### src/rtl/adc_scan_ctrl.sv
// ============================================================================
// Module   : adc_scan_ctrl
// Sequencer for an 8-channel ALE/START/EOC/OE converter: channel scan or
// single shot, EOC blanking and timeout, result bank with valid bits.
// Optional feature macro: ADC_SCAN_FILT_EN (rounded running average on store)
// Revision : 1.0
// ============================================================================
`default_nettype none

module adc_scan_ctrl #(
   parameter int START_W      = 2,
   parameter int EOC_BLANK    = 4,
   parameter int CONV_TIMEOUT = 1024,
   parameter int OE_W         = 2
) (
   input  logic       clk,
   input  logic       rst,
   input  logic       enable,
   input  logic [7:0] chan_mask,
   input  logic       req,
   input  logic [2:0] req_chan,
   output logic [2:0] addr,
   output logic       ale,
   output logic       start,
   output logic       oe,
   input  logic [7:0] adc_data,
   input  logic       eoc,
   input  logic [2:0] rd_chan,
   output logic [7:0] rd_data,
   output logic [7:0] valid,
   output logic       busy,
   output logic       done,
   output logic [2:0] done_chan,
   output logic       timeout_err
);

   localparam int MAX_A = (START_W > OE_W) ? START_W : OE_W;
   localparam int MAX_B = (EOC_BLANK > CONV_TIMEOUT) ? EOC_BLANK : CONV_TIMEOUT;
   localparam int MAX_C = (MAX_A > MAX_B) ? MAX_A : MAX_B;
   localparam int CNT_W = $clog2(MAX_C + 1);

   localparam logic [CNT_W-1:0] START_LAST = CNT_W'(START_W - 1);
   localparam logic [CNT_W-1:0] BLANK_LAST = CNT_W'(EOC_BLANK - 1);
   localparam logic [CNT_W-1:0] TO_LAST    = CNT_W'(CONV_TIMEOUT - 1);
   localparam logic [CNT_W-1:0] OE_LAST    = CNT_W'(OE_W - 1);

   typedef enum logic [2:0] {
      S_IDLE, S_SETUP, S_ALE, S_START, S_BLANK, S_WAIT, S_READ, S_STORE
   } state_t;

   state_t           state, state_n;
   logic [CNT_W-1:0] cnt;
   logic             cnt_clr;
   logic             load_ch;
   logic [2:0]       sel_chan;
   logic             to_hit;
   logic [2:0]       ch;
   logic [2:0]       ptr;
   logic [7:0]       sample;
   logic [7:0]       result [8];
   logic [7:0]       store_val;

   logic             pick_found;
   logic [2:0]       pick_chan;
   logic [2:0]       idx;

   // First enabled channel at or above the scan pointer, wrapping 7 -> 0.
   always_comb begin
      pick_found = 1'b0;
      pick_chan  = ptr;
      idx        = '0;
      for (int i = 7; i >= 0; i--) begin
         idx = ptr + 3'(i);
         if (chan_mask[idx]) begin
            pick_found = 1'b1;
            pick_chan  = idx;
         end
      end
   end

   always_comb begin
      state_n  = state;
      load_ch  = 1'b0;
      sel_chan = req_chan;
      to_hit   = 1'b0;
      case (state)
         S_IDLE: begin
            if (enable && pick_found) begin
               state_n  = S_SETUP;
               load_ch  = 1'b1;
               sel_chan = pick_chan;
            end else if (req) begin
               state_n  = S_SETUP;
               load_ch  = 1'b1;
               sel_chan = req_chan;
            end
         end
         S_SETUP: state_n = S_ALE;
         S_ALE:   state_n = S_START;
         S_START: begin
            if (cnt == START_LAST)
               state_n = (EOC_BLANK == 0) ? S_WAIT : S_BLANK;
         end
         S_BLANK: begin
            if (cnt == BLANK_LAST)
               state_n = S_WAIT;
         end
         S_WAIT: begin
            if (eoc) begin
               state_n = S_READ;
            end else if (cnt == TO_LAST) begin
               state_n = S_IDLE;
               to_hit  = 1'b1;
            end
         end
         S_READ: begin
            if (cnt == OE_LAST)
               state_n = S_STORE;
         end
         S_STORE: state_n = S_IDLE;
         default: state_n = S_IDLE;
      endcase
      // The timeout count spans BLANK and WAIT, so that hand-off keeps counting.
      cnt_clr = (state == S_IDLE) ||
                ((state_n != state) && !(state == S_BLANK && state_n == S_WAIT));
   end

`ifdef ADC_SCAN_FILT_EN
   logic [8:0] filt_sum;
   assign filt_sum  = {1'b0, result[ch]} + {1'b0, sample} + 9'd1;
   assign store_val = valid[ch] ? filt_sum[8:1] : sample;
`else
   assign store_val = sample;
`endif

   always_ff @(posedge clk) begin
      if (rst) begin
         state       <= S_IDLE;
         cnt         <= '0;
         ch          <= '0;
         ptr         <= '0;
         sample      <= '0;
         valid       <= '0;
         timeout_err <= 1'b0;
         for (int i = 0; i < 8; i++)
            result[i] <= '0;
      end else begin
         state <= state_n;
         cnt   <= cnt_clr ? '0 : cnt + 1'b1;
         if (load_ch)
            ch <= sel_chan;
         if (state == S_READ && cnt == OE_LAST)
            sample <= adc_data;
         if (to_hit) begin
            timeout_err <= 1'b1;
            ptr         <= ch + 3'd1;
         end
         if (state == S_STORE) begin
            result[ch]  <= store_val;
            valid[ch]   <= 1'b1;
            timeout_err <= 1'b0;
            ptr         <= ch + 3'd1;
         end
      end
   end

   assign addr      = ch;
   assign ale       = (state == S_ALE);
   assign start     = (state == S_START);
   assign oe        = (state == S_READ);
   assign busy      = (state != S_IDLE);
   assign done      = (state == S_STORE);
   assign done_chan = ch;
   assign rd_data   = result[rd_chan];

endmodule

`default_nettype wire

### config.mk
export PLATFORM = sky130hd
export DESIGN_NAME = adc_scan_ctrl
export DESIGN_NICKNAME = d
export VERILOG_FILES = /design/src/rtl/adc_scan_ctrl.sv
export SDC_FILE = /design/constraint.sdc
export NUM_CORES = 1
export LEC_CHECK = 0
export ABC_AREA = 1
export CAP_MARGIN = 20
export CORE_MARGIN = 5
export CORE_UTILIZATION = 45
export CTS_CLUSTER_DIAMETER = 40
export DETAILED_ROUTE_END_ITERATION = 10
export HOLD_SLACK_MARGIN = 0.12
export PLACE_DENSITY_LB_ADDON = 0.12
export SLEW_MARGIN = 5
export SYNTH_ARGS = -nofsm -noshare
export SYNTH_HDL_FRONTEND = slang
export SYNTH_SLANG_ARGS = --single-unit
### constraint.sdc
create_clock -name clk -period 2.5 [get_ports clk]
set_clock_uncertainty 0.1 [all_clocks]
set_input_delay 0.5 -clock clk [delete_from_list [all_inputs] [get_ports clk]]
set_output_delay 0.5 -clock clk [all_outputs]
set_load 0.01 [all_outputs]
==> results of run 1 <==
## cells by family (layout without fill, tap and decap cells)
family / after synthesis / in the layout / share of synthesized area
adder cells (fa/ha/maj): 5 / 5 / 0.0121
flip-flops: 101 / 101 / 0.516
AND/OR/NAND/NOR: 320 / 320 / 0.285
buffers and inverters: 78 / 169 / 0.0669
AO/OA/AOI/OAI: 95 / 95 / 0.101
XOR/XNOR: 11 / 11 / 0.0187
## registers in the layout, summed over array words and instances (netlist names)
register / count
cnt: 11
sample: 8
state: 3
timeout_err: 1
valid: 8
result: 64
addr: 3
ptr: 3
## per-stage QoR
stage | total power (uW) | std cells | util | setup slack, ps | setup TNS, ps
2_1_floorplan | 2200 | 610 | - | 55.3 | 0
3_3_place_gp | 2430 | 827 | 0.538 | -429 | -4400
3_5_place_dp | 2440 | 827 | 0.538 | -459 | -5170
4_1_cts | 3750 | 844 | 0.563 | 2.68 | 0
5_1_grt | 3900 | 844 | 0.566 | 6.33 | 0
6_report | 3730 | 844 | 0.566 | 78.7 | 0
## cell type report
class                           count  area share
Sequential cell                   101       0.416
Clock inverter                      7      0.0105
Multi-Input combinational cell    431       0.341
Clock buffer                        9      0.0351
Tap cell                          143      0.0279
Inverter                           57      0.0344
Timing Repair Buffer               96       0.136
## repair_timing
action,in CTS,in global routing
pin swaps,1,1
endpoints found under the setup margin,8,22
gates resized for setup,12,19
endpoints found under the hold margin,0,0
cloned,1,0
## power groups by stage
stage                     registers [uW]  clock network (uW)  logic [uW]
after floorplan                     1890                   0         307
after global placement              1900                   0         526
after detailed placement            1910                   0         534
after CTS                           1870                1360         528
after global routing                1880                1430         590
final                               1870                1330         532
## metal layers
metal / track usage / up-vias / share of wire
met2: 0.316 / 113 / 0.47
met1: 0.270 / 1981 / 0.47
met4: 0.0642 / 0 / 0.021
met3: 0.0247 / 21 / 0.047
met5: 0 / - / 0
li1: - / 2193 / -
## synthesized netlist by cell type (all sizes together)
| cell type | instances |
|---|---|
| xor2 | 8 |
| or2 | 1 |
| nand3b | 1 |
| a311oi | 1 |
| nand3 | 51 |
| clkbuf | 13 |
| nor3 | 7 |
| o21a | 2 |
| a21oi | 22 |
| nand2 | 103 |
| inv | 46 |
| o21ai | 52 |
| edfxtp | 64 |
| nand4 | 3 |
| ha | 5 |
| o22ai | 8 |
| a21boi | 1 |
| dfxtp | 37 |
| a31oi | 9 |
| clkinv | 11 |
| nor2 | 153 |
| xnor2 | 3 |
| buf | 8 |
| nor3b | 1 |
## final timing paths
path	from	to	slack, ps	depth (start not counted)
hold / removal	valid[7]	valid[7]	360	2
setup / recovery	rd_chan[1]	rd_data[5]	80	8
setup reg to reg	ptr[1]	addr[2]	220	16
hold reg to reg	valid[7]	valid[7]	360	2
## worst max-delay path, cell delays in order
cell,delay [ps]
dlygate4sd2_1,310
inv_1,100
buf_4,170
o21ai_0,100
o22ai_1,150
nor2_1,60
a31oi_1,140
dlygate4sd2_1,290
==> key figures, run 1 <==
Status
  – Status: finished, final reports clean

Power
  – Pwr Density: 582 nW/um2
  – Switch share: 0.259
  – Logic pwr share: 0.143
  – Clk pwr share: 0.356
  – Sequential power share: 0.501
  – VDD IR max: 0.418 mV
  – Internal power: 2760 uW
  – Leakage: 0.00250 uW
  – Switching power: 965 uW

CTS
  – Max Root-Sink Buffers: 2
  – Clock latency on the worst-skew pair: 340 ps
  – CTS Root Cell: clkbuf_16
  – Clk sinks: 101
  – H-tree levels: 3
  – CTS buffer count: 9
  – Clock slew at reported path FFs: 70 ps
  – Cts hold-fix bufs: 0
  – Post-CTS Setup Bufs: 0
  – TritonCTS clock tree: built

Timing
  – Unrepaired setup endpoints after global routing: false
  – Fin. max-slew vios: 0
  – Final setup fails: 0
  – Relative slew slack: 0.722
  – Hold Fails Final Rpt: 0
  – Slew at the pin closest to its max-slew limit: 416 ps
  – Part of the cycle the worst path needs: 0.969
  – Fmax: 413 MHz
  – Hold Slack: 357 ps
  – Minimum clock period: 2420 ps

Logic synthesis
  – Yosys warns: 0
  – Top cell type's share of synthesized area: 0.373
  – Synth Net Count: 642
  – Yosys top cell by area: edfxtp_1
  – Synthesized flop and latch total: 101
  – Main area contributors after synthesis: edfxtp_1 37%, dfxtp_1 14%, nor2_1 10%, nand2_1 6.5%, o21ai_0 4.9%
  – Syn avg cell area: 8.46 um2
  – Syn Inst Count: 610
  – Cell variety after synth: 34
  – Synthesized area: 5160 um2
  – Sequential share of the synthesized area: 0.516

Floorplan
  – Die area: 13700 um2
  – Die W: 117 um
  – Total core area: 11300 um2
  – Site row count: 39
  – Initial Util: 0.456
  – Die Ht: 117 um
  – # IOs: 55

Finish
  – Syn-to-layout area delta: 24.3%
  – Fin area: 6410 um2
  – Sequential cell area: 2660 um2
  – Fillers: 1021
  – Nets: 728
  – Ant diodes: 0
  – Most frequent cells in the layout: 142 x nor2_1, 89 x nand2_1, 64 x edfxtp_1, 48 x o21ai_0, 44 x clkdlybuf4s50_1
  – Layout cells sized above 1: 0.171
  – Most common cell after layout, fill and taps aside: nor2_1
  – Multi-input logic area: 2180 um2

Routing
  – Avg Vias per Cell: 5.10
  – DRC Markers: 0
  – Post-route ant nets: 0
  – DR WL/cell: 15.0 um
  – DRT Pass-1 Iters: 5
  – Initial detailed-routing violation count: 321
  – Drt total wl: 12.7 mm
  – Via count: 4308

Global routing
  – GR Overflow Total: 0
  – Initial antenna violation count: 0
  – Vias in the first global route: 4223
  – Largest net degree at the start of global routing: 31
  – First-pass GRT wire length: 20.9 mm
  – Tot GR Track Use: 0.194

Critical path
  – WP data arrival: 1820 ps
  – Crit. End Element: primary output
  – Worst EP required: 1900 ps
  – Startpoint types: input pin
  – Worst-path maximum fanout: 12
  – WS Path Type: in2out

Placement
  – Dpl hpwl: 9.54 mm
  – GPL Wtd Cong: 0.901
  – Post-place instance area: 6090 um2
  – PortBufs: 54

Worst hold path
  – Hold Crit Class: reg2reg

Run
  – Maxcap violations: 0
Power figures use the tool's default switching activity.
==> run 2: changes to the inputs <==
ABC_CLOCK_PERIOD_IN_PS = 2800   (was unset)
clock period = 2.8 ns   (was 2.5 ns; I/O delays follow)
==> run 2 against run 1 <==
Via count shrank 0.30%. Core utilization shrank 1.1 points. Critical path depth grew 8. Die area is the same. Sequential power shrank 11%.
==> key figures, run 2 (synthesis results as in run 1) <==
Critical path
  – Critical-path top delay cell: dfxtp_1 (was dlygate4sd2_1)
  – Critical path cell sequence: inv_4 > ha_1 > inv_1 > nand3_1 > nand3_2 > nand2_1 > clkinv_1 > nand3_2 > o21ai_4 > nand3_2 > nand2_1 > nand2_1 > nand2_1 > nand2_2 > buf_4 > nor2_2 (was dlygate4sd2_1 > inv_1 > buf_4 > o21ai_0 > o22ai_1 > nor2_1 > a31oi_1 > dlygate4sd2_1)
  – Startpoint types: register (was input pin)
  – Reg2reg end: cnt[8] (was addr[2])
  – Critical path's most frequent cell: nand2_1 (was dlygate4sd2_1)
  – WP data arrival: 2740 ps (was 1820 ps)
  – Reg2reg path depth: 16 (unchanged)
  – Worst EP required: 2980 ps (was 1900 ps)
  – R2R Path Start: ptr[0] (was ptr[1])
  – CP peak stage delay: 370 ps (was 310 ps)
  – Worst-path maximum fanout: 6 (was 12)
  – WS Path Type: reg2reg (was in2out)
  – Crit. End Element: register (was primary output)
  – Worst reg2reg setup slack: 240 ps (was 220 ps)

Floorplan
  – Die W: 117 um (unchanged)
  – # IOs: 55 (unchanged)
  – Site row count: 39 (unchanged)
  – Die area: 13700 um2 (unchanged)
  – Total core area: 11300 um2 (unchanged)
  – Initial Util: 0.456 (unchanged)
  – Die Ht: 117 um (unchanged)

Timing
  – Relative slew slack: 0.704 (was 0.722)
  – Hold Slack: 355 ps (was 357 ps)
  – Fin. max-slew vios: 0 (unchanged)
  – Minimum clock period: 2560 ps
  – Part of the cycle the worst path needs: 0.915
  – Fmax: 390 MHz
  – Unrepaired setup endpoints after global routing: false (unchanged)
  – Hold Fails Final Rpt: 0 (unchanged)
  – Slew at the pin closest to its max-slew limit: 441 ps (was 416 ps)
  – Final setup fails: 0 (unchanged)

Finish
  – Layout cells sized above 1: 0.137 (was 0.171)
  – Top flop regs: result: 64 flops, cnt: 11 flops (unchanged)
  – Fillers: 1034 (was 1021)
  – Ant diodes: 0 (unchanged)
  – Syn-to-layout area delta: 21.9% (was 24.3%)
  – Most common cell after layout, fill and taps aside: nor2_1 (unchanged)
  – Multi-input logic area: 2150 um2 (was 2180 um2)
  – Sequential cell area: 2660 um2 (about the same)
  – Most frequent cells in the layout: 142 x nor2_1, 90 x nand2_1, 64 x edfxtp_1, 44 x o21ai_0, 44 x clkdlybuf4s50_1 (was 142 x nor2_1, 89 x nand2_1, 64 x edfxtp_1, 48 x o21ai_0, 44 x clkdlybuf4s50_1)
  – Largest Register: result (unchanged)
  – Finished Core Util: 0.555 (was 0.566)
  – Nets: 713 (was 728)
  – Max reg flops: 64 (unchanged)

Routing
  – Drt total wl: 12.3 mm (was 12.7 mm)
  – Post-route ant nets: 0 (unchanged)
  – DRC Markers: 0 (unchanged)
  – Via count: 4295 (was 4308)
  – DRT Pass-1 Iters: 5 (unchanged)
  – Initial detailed-routing violation count: 378 (was 321)
  – DR WL/cell: 14.8 um (was 15.0 um)
  – Avg Vias per Cell: 5.18 (was 5.10)

CTS
  – Max Root-Sink Buffers: 2 (unchanged)
  – Clk sinks: 101 (unchanged)
  – Clock latency on the worst-skew pair: 340 ps (about the same)
  – Clock slew at reported path FFs: 70 ps (about the same)
  – TritonCTS clock tree: built (unchanged)
  – H-tree levels: 3 (unchanged)
  – CTS buffer count: 9 (unchanged)
  – Cts hold-fix bufs: 0 (unchanged)
  – CTS Root Cell: clkbuf_16 (unchanged)

Placement
  – PortBufs: 54 (unchanged)
  – GPL Wtd Cong: 0.922 (was 0.901)
  – Dpl hpwl: 9.15 mm (was 9.54 mm)

Power
  – Leakage: 0.00244 uW (was 0.00250 uW)
  – VDD IR max: 0.283 mV (was 0.418 mV)
  – Pwr Density: 532 nW/um2 (was 582 nW/um2)

Run
  – Maxcap violations: 0 (unchanged)

Global routing
  – Vias in the first global route: 4151 (was 4223)
  – Tot GR Track Use: 0.188 (was 0.194)
  – Initial antenna violation count: 0 (unchanged)
  – GR Overflow Total: 0 (unchanged)
  – First-pass GRT wire length: 20.1 mm (was 20.9 mm)
  – Largest net degree at the start of global routing: 31 (unchanged)

Worst hold path
  – Worst hold path depth: 2 (unchanged)
  – Hold path start: valid[1] (was valid[7])
  – Worst Hold End: valid[1] (was valid[7])
  – Hold Crit Class: reg2reg (unchanged)

Status
  – Status: finished, final reports clean (unchanged)
run 2: cell count changes in the layout (fill, tap and decap cells not counted), sizes merged:
| cell | previous run | this run |
|---|---|---|
| clkdlybuf4s15 | 2 | 1 |
| dlymetal6s2s | 0 | 1 |
| buf | 41 | 26 |
| clkinvlp | 0 | 1 |
| clkinv | 15 | 13 |
| dlygate4sd2 | 6 | 7 |
run 2: routing by layer:
| metal | global-route usage | part of all wire | vias to the layer above |
|---|---|---|---|
| met3 | 0.0375 | 0.055 | 12 |
| met1 | 0.248 | 0.47 | 1985 |
| met5 | 0 | 0 | - |
| li1 | - | - | 2166 |
| met2 | 0.314 | 0.47 | 132 |
| met4 | 0.0604 | 0.013 | 0 |
run 2: area by class of cell:
cell class                 instances  share of cell area
inverter                          57              0.0344
tap                              143              0.0285
timing repair buffer              81               0.123
clock inverter                     6              0.0105
clock buffer                      10              0.0380
sequential                       101               0.423
multi-input combinational        431               0.342
run 2: how the worst max path moves through the flow:
stage | startpoint | to | slack, ps | cells past startpoint
after floorplan | ptr[1] | cnt[2] | 170 | 16
after global placement | rd_chan[1] | rd_data[5] | -260 | 8
after detailed placement | rd_chan[1] | rd_data[6] | -290 | 8
after CTS | rd_chan[0] | rd_data[5] | -0.8 | 7
after global routing | ptr[0] | cnt[6] | 30 | 16
final | ptr[0] | cnt[8] | 240 | 16
run 2: repair_timing:
action | CTS | global route
gates resized for setup | 11 | 10
pin swaps | 1 | 3
setup endpoints to repair | 8 | 8
setup buffers | 0 | 0
gates cloned | 0 | 1
run 2: per-stage QoR:
step	cell area, um2	instances	total power [uW]	worst slack, ps	setup TNS [ps]
floorplan	5160	610	1960	166	0
CTS	6260	828	3360	-0.826	-0.826
global placement	5970	812	2150	-257	-1820
global route	6290	829	3500	26.2	0
finish	6290	829	3350	237	0
detailed placement	5970	812	2150	-293	-2090
run 2: worst max-delay path: cells and delay by family, from the launching register on:
| family | cells | cell delay, ps |
|---|---|---|
| AO/OA/AOI/OAI | 1 | 190 |
| adder cells (fa/ha/maj) | 1 | 360 |
| buffers and inverters | 4 | 530 |
| flip-flops | 1 | 370 |
| AND/OR/NAND/NOR | 10 | 950 |
run 2: power breakdown:
part / switching [uW] / leakage (uW) / internal [uW]
Clock: 577 / 0.000147 / 655
Combinational: 250 / 0.00133 / 198
Sequential: 40.6 / 0.000960 / 1630
